===== src/rtl/alu_cmd_ctrl_if.sv =====
// Command/response handshake bundle between an ALU command source and alu_cmd_ctrl.
// The master issues commands and consumes responses; the slave is the controller.
interface alu_cmd_ctrl_if #(
  parameter int WIDTH = 32
);
  logic             cmd_valid;
  logic             cmd_ready;
  logic [3:0]       cmd_op;
  logic [WIDTH-1:0] cmd_a;
  logic [WIDTH-1:0] cmd_b;
  logic             rsp_valid;
  logic             rsp_ready;
  logic [WIDTH-1:0] rsp_f;
  logic [3:0]       rsp_fr;

  modport master (
    output cmd_valid, cmd_op, cmd_a, cmd_b, rsp_ready,
    input  cmd_ready, rsp_valid, rsp_f, rsp_fr
  );

  modport slave (
    input  cmd_valid, cmd_op, cmd_a, cmd_b, rsp_ready,
    output cmd_ready, rsp_valid, rsp_f, rsp_fr
  );
endinterface


===== src/rtl/alu_cmd_ctrl.sv =====
// Sequences one ALU command through operand load, execute, result wait and response
// phases, driving single-cycle load strobes into the ALU register block.
module alu_cmd_ctrl #(
  parameter int WIDTH = 32,
  parameter int LAT   = 1,
  parameter int CNT_W = 16
) (
  input  logic             clk,
  input  logic             rst,
  alu_cmd_ctrl_if.slave    bus,
  output logic [3:0]       alu_op_o,
  output logic [WIDTH-1:0] data_a_o,
  output logic [WIDTH-1:0] data_b_o,
  output logic             ld_a_o,
  output logic             ld_b_o,
  output logic             ld_f_o,
  input  logic [WIDTH-1:0] alu_f_i,
  input  logic [3:0]       alu_fr_i,
  output logic             busy_o,
  output logic [CNT_W-1:0] op_cnt_o
);

  localparam int WCW = (LAT > 1) ? $clog2(LAT) : 1;

  localparam logic [2:0] S_IDLE = 3'd0;
  localparam logic [2:0] S_LOAD = 3'd1;
  localparam logic [2:0] S_EXEC = 3'd2;
  localparam logic [2:0] S_WAIT = 3'd3;
  localparam logic [2:0] S_RESP = 3'd4;

  logic [2:0]       state_q, state_d;
  logic [WCW-1:0]   wcnt_q, wcnt_d;
  logic             cmd_ready_q;
  logic             rsp_valid_q;
  logic             busy_q;
  logic             ld_ab_q;
  logic             ld_f_q;
  logic [3:0]       alu_op_q;
  logic [WIDTH-1:0] data_a_q;
  logic [WIDTH-1:0] data_b_q;
  logic [WIDTH-1:0] rsp_f_q;
  logic [3:0]       rsp_fr_q;
  logic [CNT_W-1:0] op_cnt_q;

  logic accept_s;
  logic capture_s;
  logic done_s;

  assign accept_s  = (state_q == S_IDLE) && bus.cmd_valid;
  assign capture_s = (state_q == S_WAIT) && (wcnt_q == WCW'(0));
  assign done_s    = (state_q == S_RESP) && bus.rsp_ready;

  // Next-state and wait-counter decode.
  always_comb begin
    state_d = state_q;
    wcnt_d  = wcnt_q;
    case (state_q)
      S_IDLE: begin
        if (bus.cmd_valid) state_d = S_LOAD;
        else               state_d = S_IDLE;
      end
      S_LOAD: state_d = S_EXEC;
      S_EXEC: begin
        state_d = S_WAIT;
        wcnt_d  = WCW'(LAT - 1);
      end
      S_WAIT: begin
        if (wcnt_q == WCW'(0)) state_d = S_RESP;
        else                   wcnt_d  = wcnt_q - WCW'(1);
      end
      S_RESP: begin
        if (bus.rsp_ready) state_d = S_IDLE;
        else               state_d = S_RESP;
      end
      default: state_d = S_IDLE;
    endcase
  end

  // State, registered strobes and data capture; outputs decode from the next state
  // so every strobe is a flop output aligned with the state it belongs to.
  always_ff @(posedge clk) begin
    if (rst) begin
      state_q     <= S_IDLE;
      wcnt_q      <= WCW'(0);
      cmd_ready_q <= 1'b1;
      rsp_valid_q <= 1'b0;
      busy_q      <= 1'b0;
      ld_ab_q     <= 1'b0;
      ld_f_q      <= 1'b0;
      alu_op_q    <= 4'd0;
      data_a_q    <= '0;
      data_b_q    <= '0;
      rsp_f_q     <= '0;
      rsp_fr_q    <= 4'd0;
      op_cnt_q    <= '0;
    end else begin
      state_q     <= state_d;
      wcnt_q      <= wcnt_d;
      cmd_ready_q <= (state_d == S_IDLE);
      rsp_valid_q <= (state_d == S_RESP);
      busy_q      <= (state_d != S_IDLE);
      ld_ab_q     <= (state_d == S_LOAD);
      ld_f_q      <= (state_d == S_EXEC);
      if (accept_s) begin
        alu_op_q <= bus.cmd_op;
        data_a_q <= bus.cmd_a;
        data_b_q <= bus.cmd_b;
      end
      if (capture_s) begin
        rsp_f_q  <= alu_f_i;
        rsp_fr_q <= alu_fr_i;
      end
      if (done_s) begin
        op_cnt_q <= op_cnt_q + CNT_W'(1);
      end
    end
  end

  assign bus.cmd_ready = cmd_ready_q;
  assign bus.rsp_valid = rsp_valid_q;
  assign bus.rsp_f     = rsp_f_q;
  assign bus.rsp_fr    = rsp_fr_q;
  assign alu_op_o      = alu_op_q;
  assign data_a_o      = data_a_q;
  assign data_b_o      = data_b_q;
  assign ld_a_o        = ld_ab_q;
  assign ld_b_o        = ld_ab_q;
  assign ld_f_o        = ld_f_q;
  assign busy_o        = busy_q;
  assign op_cnt_o      = op_cnt_q;

endmodule


===== src/flat_wrapper.sv =====
// flat-port wrapper written by rule: the top's interface ports become plain ports
module alu_cmd_ctrl_flat 
#(
  parameter int WIDTH = 32,
  parameter int LAT   = 1,
  parameter int CNT_W = 16
)
  (clk, rst, alu_op_o, data_a_o, data_b_o, ld_a_o, ld_b_o, ld_f_o, alu_f_i, alu_fr_i, busy_o, op_cnt_o, bus_cmd_valid, bus_cmd_op, bus_cmd_a, bus_cmd_b, bus_rsp_ready, bus_cmd_ready, bus_rsp_valid, bus_rsp_f, bus_rsp_fr);
  alu_cmd_ctrl_if #(.WIDTH(WIDTH)) bus_i ();
  input  logic clk;
  input  logic rst;
  output logic [3:0] alu_op_o;
  output logic [WIDTH-1:0] data_a_o;
  output logic [WIDTH-1:0] data_b_o;
  output logic ld_a_o;
  output logic ld_b_o;
  output logic ld_f_o;
  input  logic [WIDTH-1:0] alu_f_i;
  input  logic [3:0] alu_fr_i;
  output logic busy_o;
  output logic [CNT_W-1:0] op_cnt_o;
  input wire logic [$bits(bus_i.cmd_valid)-1:0] bus_cmd_valid;
  input wire logic [$bits(bus_i.cmd_op)-1:0] bus_cmd_op;
  input wire logic [$bits(bus_i.cmd_a)-1:0] bus_cmd_a;
  input wire logic [$bits(bus_i.cmd_b)-1:0] bus_cmd_b;
  input wire logic [$bits(bus_i.rsp_ready)-1:0] bus_rsp_ready;
  output wire logic [$bits(bus_i.cmd_ready)-1:0] bus_cmd_ready;
  output wire logic [$bits(bus_i.rsp_valid)-1:0] bus_rsp_valid;
  output wire logic [$bits(bus_i.rsp_f)-1:0] bus_rsp_f;
  output wire logic [$bits(bus_i.rsp_fr)-1:0] bus_rsp_fr;
  assign bus_i.cmd_valid = bus_cmd_valid;
  assign bus_i.cmd_op = bus_cmd_op;
  assign bus_i.cmd_a = bus_cmd_a;
  assign bus_i.cmd_b = bus_cmd_b;
  assign bus_i.rsp_ready = bus_rsp_ready;
  assign bus_cmd_ready = bus_i.cmd_ready;
  assign bus_rsp_valid = bus_i.rsp_valid;
  assign bus_rsp_f = bus_i.rsp_f;
  assign bus_rsp_fr = bus_i.rsp_fr;
  alu_cmd_ctrl #(.WIDTH(WIDTH), .LAT(LAT), .CNT_W(CNT_W)) u_core (.clk(clk), .rst(rst), .bus(bus_i), .alu_op_o(alu_op_o), .data_a_o(data_a_o), .data_b_o(data_b_o), .ld_a_o(ld_a_o), .ld_b_o(ld_b_o), .ld_f_o(ld_f_o), .alu_f_i(alu_f_i), .alu_fr_i(alu_fr_i), .busy_o(busy_o), .op_cnt_o(op_cnt_o));
endmodule

===== config.mk =====
export PLATFORM = sky130hd
export DESIGN_NAME = alu_cmd_ctrl_flat
export DESIGN_NICKNAME = d
export VERILOG_FILES = /design/src/rtl/alu_cmd_ctrl_if.sv /design/src/rtl/alu_cmd_ctrl.sv /design/src/flat_wrapper.sv
export SDC_FILE = /design/constraint.sdc
export NUM_CORES = 1
export LEC_CHECK = 0
export BUFFER_PORTS_ARGS = -buffer_cell sky130_fd_sc_hd__buf_2
export CORE_AREA = 5 5 122 95
export CTS_CLUSTER_DIAMETER = 100
export DETAILED_ROUTE_END_ITERATION = 7
export DIE_AREA = 0 0 127 100
export PLACE_DENSITY_LB_ADDON = 0.05
export SYNTH_ARGS = -nofsm -noshare
export SYNTH_HDL_FRONTEND = slang
export SYNTH_SLANG_ARGS = --single-unit

===== constraint.sdc =====
create_clock -name clk -period 2.65 [get_ports clk]
set_clock_uncertainty 0.2 [all_clocks]
set_input_delay 0.795 -clock clk [delete_from_list [all_inputs] [get_ports clk]]
set_output_delay 0.795 -clock clk [all_outputs]
set_load 0.02 [all_outputs]

### After elaboration in Yosys (flattened, before gate mapping)

Index checks and enable logic that the tools add are counted.
Widths: inputs -> output; s select.

| word-level totals | value |
|---|---|
| flip-flop bits (word level) | 129 |
| input port bits | 108 |
| output and inout port bits | 126 |

| operators by class | value |
|---|---|
| $add $sub $neg | 2 |
| equal/unequal tests | 7 |
| muxes and demuxes | 6 |
| bitwise logic cells | 1 |
| reductions and logical operators | 7 |

Operators by type and width:

| cell | count |
|---|---|
| $add 16x1->16 const B | 1 |
| $pmux 3 s5 | 1 |
| $eq 3x2->1 const B | 3 |
| $eq 3x1->1 const B | 2 |
| $eq 3x3->1 const B | 2 |
| $logic_not 3->1 | 2 |
| $mux 3 | 2 |
| $logic_and 1x1->1 | 3 |
| $reduce_bool 3->1 | 1 |
| $mux 1 | 2 |
| $pmux 1 s2 | 1 |
| $reduce_bool 2->1 | 1 |
| $not 1->1 | 1 |
| $sub 1x1->1 const B | 1 |

### Longest topological paths before layout

| logic depth | value |
|---|---|
| depth in word-level cells | 3 |
| gate-level depth with buffers | 7 |
| gate-level depth less buffers | 5 |

### Worst setup path before layout

OpenSTA, ideal clock, no wires.

| timing | value |
|---|---|
| path kind | in2reg |
| start point | input port bus_rsp_ready |
| end point | register u_core.op_cnt_q[14], in the netlist u_core.op_cnt_o[14] |
| arrival | 2035 ps |
| data required time | 2380 ps |
| slack | 344 ps |
| stages | 5 |
| path through | nand4bb_1 -> or3_1 -> clkbuf_2 -> or4_1 -> a21oi_1 |

| between the ends | value |
|---|---|
| word-level cells in the longest chain between the ends | 1 |

Ends and longest elaborated chain:

| what | RTL line | text |
|---|---|---|
| start: declaration | flat_wrapper.sv:26 | `input wire logic [$bits(bus_i.rsp_ready)-1:0] bus_rsp_ready;` |
| $logic_and 1x1->1 | alu_cmd_ctrl.sv:51 | `assign done_s = (state_q == S_RESP) && bus.rsp_ready;` |
| end signal: assignment | alu_cmd_ctrl.sv:114 | `op_cnt_q <= op_cnt_q + CNT_W'(1);` |
| end: declaration | alu_cmd_ctrl.sv:43 | `logic [CNT_W-1:0] op_cnt_q;` |

No other way between the ends.
A chain may end at the register's enable or synchronous reset.

### Final worst setup path

| timing | value |
|---|---|
| start point | register u_core.state_q[2] |
| end point | register u_core.op_cnt_q[14], in the netlist u_core.op_cnt_o[14] |

| between the ends | value |
|---|---|
| word-level cells in the longest chain between the ends | 2 |

Ends and longest elaborated chain:

| what | RTL line | text |
|---|---|---|
| start: declaration | alu_cmd_ctrl.sv:31 | `logic [2:0] state_q, state_d;` |
| start signal: assignment | alu_cmd_ctrl.sv:97 | `state_q <= state_d;` |
| $eq 3x3->1 | alu_cmd_ctrl.sv:51 |  |
| $logic_and 1x1->1 | alu_cmd_ctrl.sv:51 |  |

No other way between the ends.

==> flow_summary.toml <==
[timing]
finalHoldViolations = 0
worst_slack_ps = 516
clock.fmax_mhz = 469
post-route-period-util_pct = 80.5
rsz0062_at_grt = "false"
relSlewSlack_pct = 64.4
slew_viol_final = 0
finalSetupTns_ps = 0
finalSetupViolCount = 0
fin_crit_ps = 2130
tightest_slew_ps = 533

[cts]
cts_sinks = 128
tritoncts = "done"
clockRootBuffer = "clkbuf_16"
htreeDepth = 4
clk_pin_slew_worst_paths_ps = 50
clockBufferDepth = 2
post_cts_buffers = 0
cts_hold_buffers = 0
cts_resized = 0
clock_latency_ps = 400
cts-buffers-inserted = 17

[drt]
firstDrtPassIters = 4
avgViaCountPerCell = 4.74
drc = 0
drt_iter0_markers = 254
vias = 4434
routedWlPerCell_um = 14.0
wl_mm = 13.1
ant_nets = 0

[placed_design]
dp_cells = 903
place_ws_ps = 204
hpwlAfterDp_mm = 9.38
place_congestion = 0.822
port_buffers = 233

[worst_setup_path]
critPathRequiredTime_ps = 2770
end_kind = "flop"
r2r_slack_ps = 520
crit_type = "flop to flop"
reg2regPathDepth = 4
crit_arrival_ps = 2260
r2r_end = "u_core.op_cnt_o[14]$_SDFFE_PP0P_"
crit_fanout = 11
worstSetupStartpointType = "flop"
crit_end = "u_core.op_cnt_o[14]$_SDFFE_PP0P_"
startpoint = "u_core.state_q[2]$_SDFF_PP0_"
r2r-start = "u_core.state_q[2]$_SDFF_PP0_"

[grt]
grt_pass1_wl_mm = 20.4
grt_max_degree = 115
grtUsageTotal_pct = 19.9
antenna_found_initial = 0
overflow = 0
grt_pass1_vias = 4222

[layout]
syn_to_final_growth_pct = 41.0
final_cells = 935
fillers = 925
diodes = 0
fin_util_pct = 62.9
final_nets = 895
drive_gt1_share_pct = 34.0

[power_and_ir_drop]
p_total_w = 0.00500
vdd.ir_drop.worst_v = 0.000474
powerDensity_nw_per_um2 = 781
leakagePower_nw = 2.91

[flow_run]
maxCapViolCount = 0

[outcome]
outcome = "completed"

[logic_synthesis]
syn-num-nets = 677
synth.top_cell.area_share_pct = 56.5
synth_top_area_cell = "dfxtp_1"
synth.avg_cell_area_sq_um = 7.99
ys_seq_area_share_pct = 56.5
synthArstFlopShare_pct = 0
synth_warnings = 0
ys_top_cells_by_area = "dfxtp_1 (56%), nand2_1 (18%), a21oi_1 (12%)"
ys_types = 27
synth-main-ff-cell = "dfxtp_1"
synth-seq-cells = 128
synth_common_cells = "nand2_1 (213), dfxtp_1 (128), a21oi_1 (112)"
synth_area_sq_um = 4540
synth_edf_count = 0
synthCells = 568
yosysMostFrequentCell = "nand2_1"

[die]
start_util_pct = 44.6
num_rows = 32
core_sq_um = 10200
die_w_um = 127
die_y_um = 100
die_area_sq_um = 12700
pin_count = 234

[worst_hold_path]
min_path_type = "flop to flop"
hp-start = "u_core.data_a_o[27]$_SDFFE_PP0P_"
-- routing by layer --
layer / track usage, % / wire (um)
met1: 22.2 / 5320
met2: 33.3 / 6150
met3: 9.95 / 1410
met4: 6.51 / 213
met5: 0 / 0
-- how the worst min path moves through the flow --
stage | to | slack [ps] | depth (start not counted)
2_1_floorplan | u_core.ld_f_o$_SDFF_PP0_ | 300 | 2
3_3_place_gp | u_core.data_a_o[1]$_SDFFE_PP0P_ | 240 | 2
3_5_place_dp | u_core.data_b_o[9]$_SDFFE_PP0P_ | 240 | 2
4_1_cts | u_core.data_b_o[9]$_SDFFE_PP0P_ | 250 | 2
5_1_grt | u_core.data_a_o[27]$_SDFFE_PP0P_ | 270 | 2
6_report | u_core.data_a_o[27]$_SDFFE_PP0P_ | 250 | 2
-- placed cells by master, fill, tap and decap left out, drive strengths merged --
cell type,Yosys,routed
o21ai,1,1
o31ai,2,2
clkbuf,35,24
buf,6,240
nand3b,2,2
or4,2,2
mux2i,1,1
nand3,9,9
dfxtp,128,128
xor2,2,2
nor3,6,6
xnor2,8,8
or2,1,1
nand4,3,3
clkinvlp,0,4
nor2,16,16
or3,3,3
nand4bb,1,1
a21o,3,3
inv,6,6
nor4b,2,2
bufinv,0,2
a21oi,112,112
nand2,213,213
ha,1,1
clkinv,0,2
nor4,5,5
-- cells by family after synthesis --
| family | synth area share (%) |
|---|---|
| and+or+nand+nor | 23.5 |
| DFF | 56.5 |
| AOI/OAI and AO/OA | 13.3 |
| buffers and inverters | 4.27 |
| xor gates and xnor gates | 1.93 |
| muxes | 0.221 |
| adders and majority gates | 0.276 |
-- sequential cells by signal, summed over array words and instances (netlist names) --
name	flops
u_core.ld_a_o	1
u_core.busy_o	1
u_core.data_b_o	32
u_core.op_cnt_o	16
u_core.bus.rsp_valid	1
u_core.bus.rsp_f	32
u_core.alu_op_o	4
u_core.bus.rsp_fr	4
u_core.ld_f_o	1
u_core.bus.cmd_ready	1
u_core.state_q	3
u_core.data_a_o	32
-- metrics by stage --
stage,cell area [sq um],hold WS (ps)
floorplan,4540,304
global placement,5800,238
detailed placement,5800,243
CTS,6400,251
global route,6400,267
finish,6400,248
-- critical path, cell delays in order, from the launching register on --
cell	delay [ps]
dfxtp_1	540
nand4bb_1	170
or3_1	470
or4_1	520
a21oi_1	160
-- area by class of cell --
type                            instances  area (sq um)  share of cell area (%)
Sequential cell                       128          2560                    40.0
Multi-Input combinational cell        393          1790                    28.0
Timing Repair Buffer                  240          1260                    19.7
Clock buffer                           24           492                    7.68
Tap cell                              136           170                    2.66
Clock inverter                          8           104                    1.62
Inverter                                6          22.5                   0.352
-- power breakdown --
part           switching (W)  total, W  internal [W]  leakage (nW)
clock network       0.000787   0.00227       0.00148         0.279
logic               0.000409  0.000634      0.000225          1.59
registers          0.0000573   0.00210       0.00204          1.04
No activity file was read; power rests on OpenSTA's default activity.
